**config.mk**
```make
export PLATFORM = sky130hd
export DESIGN_NAME = key_sched_ctrl_flat
export DESIGN_NICKNAME = d
export VERILOG_FILES = /design/src/rtl/key_sched_ctrl_if.sv /design/src/rtl/key_sched_ctrl.sv /design/src/flat_wrapper.sv
export SDC_FILE = /design/constraint.sdc
export NUM_CORES = 2
export LEC_CHECK = 0
export CAP_MARGIN = 30
export CORE_MARGIN = 4
export CORE_UTILIZATION = 52
export DETAILED_ROUTE_END_ITERATION = 10
export PLACE_DENSITY = 0.8
export SYNTH_ARGS = -nofsm -noshare
export SYNTH_HDL_FRONTEND = slang
export SYNTH_SLANG_ARGS = --single-unit
```
**constraint.sdc**
```tcl
create_clock -name clk -period 9.8 [get_ports clk]
set_input_delay 1.47 -clock clk [delete_from_list [all_inputs] [get_ports clk]]
set_output_delay 1.47 -clock clk [all_outputs]
set_load 0.01 [all_outputs]
```
**src/rtl/key_sched_ctrl_if.sv**
```systemverilog
// Bus bundle between the AES round-key controller, its expander and the cipher core.
// The controller takes the slave view; the surrounding logic takes the master view.
interface key_sched_ctrl_if #(
    parameter int KEY_S = 128
);
    logic [KEY_S-1:0] key_in;
    logic             key_valid;
    logic             key_ready;
    logic             exp_en;
    logic [KEY_S-1:0] exp_key;
    logic [KEY_S-1:0] exp_round_key;
    logic             exp_w_e;
    logic [3:0]       exp_round_no;
    logic             exp_done;
    logic             cipher_busy;
    logic             rd_en;
    logic [3:0]       rd_addr;
    logic [KEY_S-1:0] rd_data;
    logic             rd_valid;
    logic             keys_ready;
    logic             err;

    modport slave (
        input  key_in, key_valid, exp_round_key, exp_w_e, exp_round_no, exp_done,
               cipher_busy, rd_en, rd_addr,
        output key_ready, exp_en, exp_key, rd_data, rd_valid, keys_ready, err
    );

    modport master (
        output key_in, key_valid, exp_round_key, exp_w_e, exp_round_no, exp_done,
               cipher_busy, rd_en, rd_addr,
        input  key_ready, exp_en, exp_key, rd_data, rd_valid, keys_ready, err
    );
endinterface

```
**src/rtl/key_sched_ctrl.sv**
```systemverilog
// Round-key schedule controller: accepts a cipher key, launches one expander run,
// captures the NR+1 round keys and serves registered reads to the cipher core.
module key_sched_ctrl #(
    parameter int KEY_S = 128,
    parameter int NR    = 10
) (
    input logic             clk,
    input logic             reset,
    key_sched_ctrl_if.slave bus
);

    typedef enum logic [1:0] {
        IDLE,
        LOAD,
        EXPAND,
        READY
    } state_t;

    // The write counter saturates one past a full schedule so a runaway
    // expander can never wrap back onto the "complete" count.
    localparam int                CNT_W    = $clog2(NR + 3);
    localparam logic [3:0]        LAST_IDX = 4'(NR);
    localparam logic [CNT_W-1:0]  FULL_CNT = CNT_W'(NR + 1);
    localparam logic [CNT_W-1:0]  SAT_CNT  = CNT_W'(NR + 2);

    state_t             state_q, state_d;
    logic               key_ready_c;
    logic               accept;
    logic               wr_fire;
    logic               done_fire;
    logic               sched_ok;
    logic               idx_bad_q, idx_bad_now;
    logic [CNT_W-1:0]   wr_cnt_q, wr_cnt_inc;
    logic               rd_fire;
    logic               rd_oob;
    logic [KEY_S-1:0]   exp_key_q;
    logic [KEY_S-1:0]   rd_data_q;
    logic               rd_valid_q;
    logic               keys_ready_q;
    logic               err_q;
    logic [KEY_S-1:0]   store [NR+1];

    // NOTE: every signal driven from always_comb gets a default first, so no
    // path through the block can leave it unassigned and infer a latch.
    always_comb begin
        key_ready_c = 1'b0;
        accept      = 1'b0;
        wr_fire     = 1'b0;
        done_fire   = 1'b0;
        wr_cnt_inc  = wr_cnt_q;
        idx_bad_now = idx_bad_q;
        sched_ok    = 1'b0;
        rd_fire     = 1'b0;
        rd_oob      = 1'b0;

        key_ready_c = ((state_q == IDLE) || (state_q == READY)) && !bus.cipher_busy;
        accept      = bus.key_valid && key_ready_c;

        wr_fire   = (state_q == EXPAND) && bus.exp_w_e;
        done_fire = (state_q == EXPAND) && bus.exp_done;
        if (wr_fire) begin
            wr_cnt_inc  = (wr_cnt_q == SAT_CNT) ? SAT_CNT : wr_cnt_q + 1'b1;
            idx_bad_now = idx_bad_q || (bus.exp_round_no > LAST_IDX);
        end
        // The verdict includes the write that lands together with exp_done.
        sched_ok = (wr_cnt_inc == FULL_CNT) && !idx_bad_now;

        rd_fire = (state_q == READY) && bus.rd_en && (bus.rd_addr <= LAST_IDX);
        rd_oob  = (state_q == READY) && bus.rd_en && (bus.rd_addr > LAST_IDX);
    end

    always_comb begin
        state_d = state_q;
        unique case (state_q)
            IDLE:    if (accept) state_d = LOAD;
            LOAD:    state_d = EXPAND;
            EXPAND:  if (done_fire) state_d = sched_ok ? READY : IDLE;
            READY:   if (accept) state_d = LOAD;
            default: state_d = IDLE;
        endcase
    end

    // NOTE: sequential state uses non-blocking assignments only, so every
    // register samples the pre-edge values regardless of block ordering.
    always_ff @(posedge clk or negedge reset) begin
        if (!reset) state_q <= IDLE;
        else        state_q <= state_d;
    end

    always_ff @(posedge clk or negedge reset) begin
        if (!reset) begin
            exp_key_q    <= '0;
            wr_cnt_q     <= '0;
            idx_bad_q    <= 1'b0;
            keys_ready_q <= 1'b0;
            err_q        <= 1'b0;
        end else begin
            if (accept) begin
                exp_key_q    <= bus.key_in;
                wr_cnt_q     <= '0;
                idx_bad_q    <= 1'b0;
                keys_ready_q <= 1'b0;
                err_q        <= 1'b0;
            end else if (state_q == EXPAND) begin
                wr_cnt_q  <= wr_cnt_inc;
                idx_bad_q <= idx_bad_now;
                if (done_fire) begin
                    if (sched_ok) keys_ready_q <= 1'b1;
                    else          err_q        <= 1'b1;
                end
            end
            // A bad read address is reported even in the cycle a new key is taken.
            if (rd_oob) err_q <= 1'b1;
        end
    end

    always_ff @(posedge clk or negedge reset) begin
        if (!reset) begin
            rd_data_q  <= '0;
            rd_valid_q <= 1'b0;
        end else begin
            rd_valid_q <= rd_fire;
            if (rd_fire) rd_data_q <= store[bus.rd_addr];
        end
    end

    // NOTE: the key store has no reset; it is unreadable until a complete
    // schedule has been written, so clearing it would only cost flops.
    always_ff @(posedge clk) begin
        if (wr_fire && (bus.exp_round_no <= LAST_IDX)) begin
            store[bus.exp_round_no] <= bus.exp_round_key;
        end
    end

    assign bus.key_ready  = key_ready_c;
    assign bus.exp_en     = (state_q == LOAD);
    assign bus.exp_key    = exp_key_q;
    assign bus.rd_data    = rd_data_q;
    assign bus.rd_valid   = rd_valid_q;
    assign bus.keys_ready = keys_ready_q;
    assign bus.err        = err_q;

    a_exp_en_single: assert property (@(posedge clk) disable iff (!reset)
        bus.exp_en |=> !bus.exp_en);
    a_ready_in_ready: assert property (@(posedge clk) disable iff (!reset)
        bus.keys_ready |-> (state_q == READY));
    a_no_accept_busy: assert property (@(posedge clk) disable iff (!reset)
        (state_q inside {LOAD, EXPAND}) |-> !bus.key_ready);

endmodule

```
**src/flat_wrapper.sv**
```systemverilog
// flat-port wrapper written by rule: the top's interface ports become plain ports
module key_sched_ctrl_flat 
#(
    parameter int KEY_S = 128,
    parameter int NR    = 10
)
  (clk, reset, bus_key_in, bus_key_valid, bus_exp_round_key, bus_exp_w_e, bus_exp_round_no, bus_exp_done, bus_cipher_busy, bus_rd_en, bus_rd_addr, bus_key_ready, bus_exp_en, bus_exp_key, bus_rd_data, bus_rd_valid, bus_keys_ready, bus_err);
  key_sched_ctrl_if #(.KEY_S(KEY_S)) bus_i ();
  input logic clk;
  input logic reset;
  input wire logic [$bits(bus_i.key_in)-1:0] bus_key_in;
  input wire logic [$bits(bus_i.key_valid)-1:0] bus_key_valid;
  input wire logic [$bits(bus_i.exp_round_key)-1:0] bus_exp_round_key;
  input wire logic [$bits(bus_i.exp_w_e)-1:0] bus_exp_w_e;
  input wire logic [$bits(bus_i.exp_round_no)-1:0] bus_exp_round_no;
  input wire logic [$bits(bus_i.exp_done)-1:0] bus_exp_done;
  input wire logic [$bits(bus_i.cipher_busy)-1:0] bus_cipher_busy;
  input wire logic [$bits(bus_i.rd_en)-1:0] bus_rd_en;
  input wire logic [$bits(bus_i.rd_addr)-1:0] bus_rd_addr;
  output wire logic [$bits(bus_i.key_ready)-1:0] bus_key_ready;
  output wire logic [$bits(bus_i.exp_en)-1:0] bus_exp_en;
  output wire logic [$bits(bus_i.exp_key)-1:0] bus_exp_key;
  output wire logic [$bits(bus_i.rd_data)-1:0] bus_rd_data;
  output wire logic [$bits(bus_i.rd_valid)-1:0] bus_rd_valid;
  output wire logic [$bits(bus_i.keys_ready)-1:0] bus_keys_ready;
  output wire logic [$bits(bus_i.err)-1:0] bus_err;
  assign bus_i.key_in = bus_key_in;
  assign bus_i.key_valid = bus_key_valid;
  assign bus_i.exp_round_key = bus_exp_round_key;
  assign bus_i.exp_w_e = bus_exp_w_e;
  assign bus_i.exp_round_no = bus_exp_round_no;
  assign bus_i.exp_done = bus_exp_done;
  assign bus_i.cipher_busy = bus_cipher_busy;
  assign bus_i.rd_en = bus_rd_en;
  assign bus_i.rd_addr = bus_rd_addr;
  assign bus_key_ready = bus_i.key_ready;
  assign bus_exp_en = bus_i.exp_en;
  assign bus_exp_key = bus_i.exp_key;
  assign bus_rd_data = bus_i.rd_data;
  assign bus_rd_valid = bus_i.rd_valid;
  assign bus_keys_ready = bus_i.keys_ready;
  assign bus_err = bus_i.err;
  key_sched_ctrl #(.KEY_S(KEY_S), .NR(NR)) u_core (.clk(clk), .reset(reset), .bus(bus_i));
endmodule
```
Word-level counts from Yosys, hierarchy flattened --
Memories as Yosys holds them, arrays and structs flattened. A register that Yosys moved wholly into a read port is not among the register bits. Index checks and enable logic that the tools add are counted.
Operators by class: eq/ne operators 8, reductions and logical operators 24, magnitude comparators 4, add/subtract/negate cells 1, multiplexer cells 22
Operators with widths (number):
- 4-bit two-way mux | 4
- 1-bit two-way mux | 14
- 1-bit logical AND | 9
- 4-bit == test, second input constant | 2
- 4-bit > comparator, second input constant | 2
- 4-bit <= comparator, second input constant | 2
- 2-bit two-way mux | 3
- 2-bit case mux with 3 select lines | 1
- 3-bit AND reduction | 2
- 2-bit nonzero test | 3
- 3-bit nonzero test | 2
- 4-bit by 1-bit adder with 4-bit output, second input constant | 1
- 2-bit == test, second input constant | 2
- 2-bit by 1-bit inequality test with 1-bit output, second input constant | 2
- 1-bit logical NOT | 3
- 3-bit by 2-bit inequality test with 1-bit output, second input constant | 1
- 2-bit by 1-bit == test with 1-bit output, second input constant | 1
- 2-bit logical NOT | 1
- 1-bit logical OR | 2
- 2-bit AND reduction | 1
- 2-bit OR reduction | 1
Storage, ports and cells: input port bits 271, flip-flop bits (word level) 138, output and inout bits 261, memories kept 1, logic and storage cells 67, bits in writable memories 1408
Memory list:
- u_core.store | depth 11, width 128, read ports 1, clocked after Yosys merged registers in 1, wr ports 1, RTL line key_sched_ctrl.sv:41 | logic [KEY_S-1:0] store [NR+1];

Depth between registers and ports, before layout --
depth in word-level cells 10, depth in mapped cells 9, depth with buffers taken out 6

Least setup slack after synthesis --
OpenSTA, ideal clock, no wires.
path kind input to register, start input port bus_exp_w_e, end memory u_core.store[0][0] (enable), cell stages on the path 3, setup slack -1.563 ns, setup time 0.774 ns, data arrival time 10.590 ns, cells stage by stage nand2_1 or3_1 nor3_1
On the way: word-level cells in the longest chain between the ends 4
RTL lines:
- start, declared | RTL line flat_wrapper.sv:14 | input wire logic [$bits(bus_i.exp_w_e)-1:0] bus_exp_w_e;
- 1-bit logical AND | RTL line key_sched_ctrl.sv:59 | wr_fire = (state_q == EXPAND) && bus.exp_w_e;
- 1-bit logical AND | RTL line key_sched_ctrl.sv:130 | if (wr_fire && (bus.exp_round_no <= LAST_IDX)) begin
- 1-bit two-way mux | RTL line key_sched_ctrl.sv:130
- 1-bit two-way mux (implied by the code) | RTL line key_sched_ctrl.sv:131 | store[bus.exp_round_no] <= bus.exp_round_key;
- end, declared | RTL line key_sched_ctrl.sv:41
Every way passes these cells.

Worst setup path after layout --
start input port bus_cipher_busy, end output port bus_key_ready
On the way: word-level cells in the longest chain between the ends 2
RTL lines:
- start, declared | RTL line flat_wrapper.sv:17 | input wire logic [$bits(bus_i.cipher_busy)-1:0] bus_cipher_busy;
- 1-bit logical NOT | RTL line key_sched_ctrl.sv:56 | key_ready_c = ((state_q == IDLE) || (state_q == READY)) && !bus.cipher_busy;
- 1-bit logical AND | RTL line key_sched_ctrl.sv:56
- end, declared | RTL line flat_wrapper.sv:20 | output wire logic [$bits(bus_i.key_ready)-1:0] bus_key_ready;
Every way passes these cells.

==> metrics.cfg <==
[critical_path]
crit_type=in -> out
arrival_ns=3.20
rr_startpoint=u_core.state_q[0]
critPathLaunchType=input pin
r2r_cells=8
r2r_slack_ns=5.89
r2r-end=u_core.store[6][1]
path_max_fanout=3
endpoint_kind=output port
crit_required_ns=8.33

[clock_tree]
clk_latency_ns=0.80
htreeDepth=4
cts_root_buffer=clkbuf_16
clkTransAtPathRegs_ns=0.06
hold_buffers=0
cts_sinks=1674
cts_tree=done
cts-resized-gates=0
numCtsBuffers=165
post_cts_buffers=0
clockBufferDepth=3

[min_path]
whs_endpoint=u_core.bus.exp_key[7]
holdCritStartpoint=u_core.bus.exp_key[7]
hold_depth=2
min_path_type=reg -> reg

[place]
dp_hpwl_um=83600
place_congestion=0.762
postPlaceCellArea_um2=70700
pre_cts_ws_ns=4.80
io_buffers=531

[cells_and_area]
area_growth_pct=19.2
fin_nets=4341
final_cell_mix=edfxtp_1, clkdlybuf4s50_1, nand2_1, dfrtp_1, mux2i_1
final_util_pct=62.5
drive_above_1_share_pct=13.3
fin_area_um2=76300
fillCellCount=8266
final_common_cell=edfxtp_1

[yosys]
syn-num-nets=3777
synth_seq_area_share_pct=76.5
synth.avg_cell_area_um2=18.3
post-synth-top-area-cell=edfxtp_1
netlist.area_leader.share_pct=66.1
ys_warn_count=0
synth-main-ff-cell=edfxtp_1
ys_ff_latch=1674
syn_area_um2=63900
async_flop_share_pct=15.9
synth_area_leaders=edfxtp_1, dfrtp_1, mux4_2
synth_edf_count=1408
synth_cell_type_count=46
synthCells=3501

[sta]
relSlewSlack_pct=27.1
slew_viol_final=0
hold_viol_final=0
finalCritPeriodShare_pct=47.7
tns_ns=0
fin_ws_ns=5.13
rsz0062_at_grt=no
finClkSkew_ns=0.0355
worst_pin_slew_ns=1.09
setup_viol=0
max_freq_mhz=214
finalCriticalPeriod_ns=4.67

[floorplan]
die_h_um=359
dieArea_um2=129000
ios=532
start_util_pct=52.4
die_x_um=359
rows=128
coreArea_um2=122000

[power_and_ir_drop]
total_power_mw=17.9
powerDensity_nw_per_um2=235
power.leakage_nw=27.1
peakVddDrop_mv=0.174

[route]
dr.pass1.iters=5
wire_per_inst_um=26.6
drt-total-wl_um=156000
detail-route-antenna-nets=0
via_per_inst=5.89
dr_total_vias=34447
drcViolationCount=0
drtIter0Drc=3260

[grt]
globalRouteTotalUtil_pct=24.1
grt_start_max_net_pins=150
grt_pass1_vias=35382
grt_antenna_before_repair=34
grt_pass1_wl_um=228000
grt_overflow=0

[run]
maxCapViolations=0

[outcome]
outcome=finished, final reports clean

-- state kept, by name (all words and copies together) (netlist names) --
signal,flops
u_core.idx_bad_q,1
u_core.bus.keys_ready,1
u_core.bus.rd_data,128
u_core.bus.err,1
u_core.state_q,2
u_core.store,1408
u_core.bus.rd_valid,1
u_core.wr_cnt_q,4
u_core.bus.exp_key,128
-- power breakdown --
part	leakage (nW)	total, mW	switching [mW]	internal [mW]
Clock	2.63	6.23	2.65	3.58
Sequential	15.8	8.79	0.451	8.34
Combinational	8.67	2.90	1.47	1.43
Total	27.1	17.9	4.57	13.3
-- worst max-delay path by stage --
stage,cells past startpoint,from,to
floorplan,3,bus_exp_w_e,u_core.store[3][0]
finish,3,bus_cipher_busy,bus_key_ready
global placement,7,bus_rd_addr[0],u_core.bus.rd_data[111]
global route,3,bus_cipher_busy,bus_key_ready
detailed placement,6,bus_exp_w_e,u_core.store[3][1]
CTS,3,bus_cipher_busy,bus_key_ready
-- worst max-delay path: stages --
cell             delay (ns)
clkdlybuf4s50_1        0.45
nor2b_1                0.59
clkdlybuf4s50_1        0.68
-- through the flow --
stage / hold WS, ns / instances
6_report: 0.471 / 5851
5_1_grt: 0.486 / 5840
4_1_cts: 0.476 / 5826
3_5_place_dp: 0.461 / 5519
3_3_place_gp: 0.455 / 5517
2_1_floorplan: 0.485 / 3501
-- metal layers --
metal / track usage [%] / vias to the layer above / wire [µm]
li1: - / 14748 / -
met4: 8.31 / 24 / 4270
met5: 0 / - / 170
met2: 40.6 / 1596 / 78500
met3: 6.53 / 291 / 14300
met1: 30.5 / 17788 / 58400
-- area by class of cell --
cell class	count	area (µm²)	area share, %
inverters	5	18.8	0.0246
repair buffers	598	5990	7.85
clock inverters	63	696	0.912
flip-flops and latches	1674	48900	64.2
diodes	21	52.6	0.0689
clock buffers	244	4690	6.15
well taps	1625	2030	2.67
multi-input cells	1621	13800	18.1
-- cell usage after synthesis, types with 2 or more instances --
cell type and n:
mux4_2 236, nand2_1 523, dfrtp_1 266, a211o_1 2, nor2b_1 5, o211ai_1 2, and3_1 128, o21ai_1 53
buf_12 3, buf_6 21, nor2_1 143, o21ai_0 78, mux2i_1 256, buf_8 15, a21oi_1 7, clkbuf_1 85
buf_2 45, o2111ai_1 2, ha_1 5, mux4_1 20, edfxtp_1 1408, buf_1 11, nor3_1 4, nand2b_1 4
a211oi_1 128, buf_4 21, a31oi_1 3, and2_1 2, inv_1 5, nand3_1 3, a21o_1 2
-- kinds of logic after synthesis --
| group | synth area share, % |
|---|---|
| multiplexers | 13.1 |
| buffers and inverters | 2.01 |
| adder cells (fa/ha/maj) | 0.0978 |
| AND/OR/NAND/NOR | 5.39 |
| AO/OA/AOI/OAI | 2.83 |
| flip-flops | 76.5 |
No activity file was read; power rests on OpenSTA's default activity.
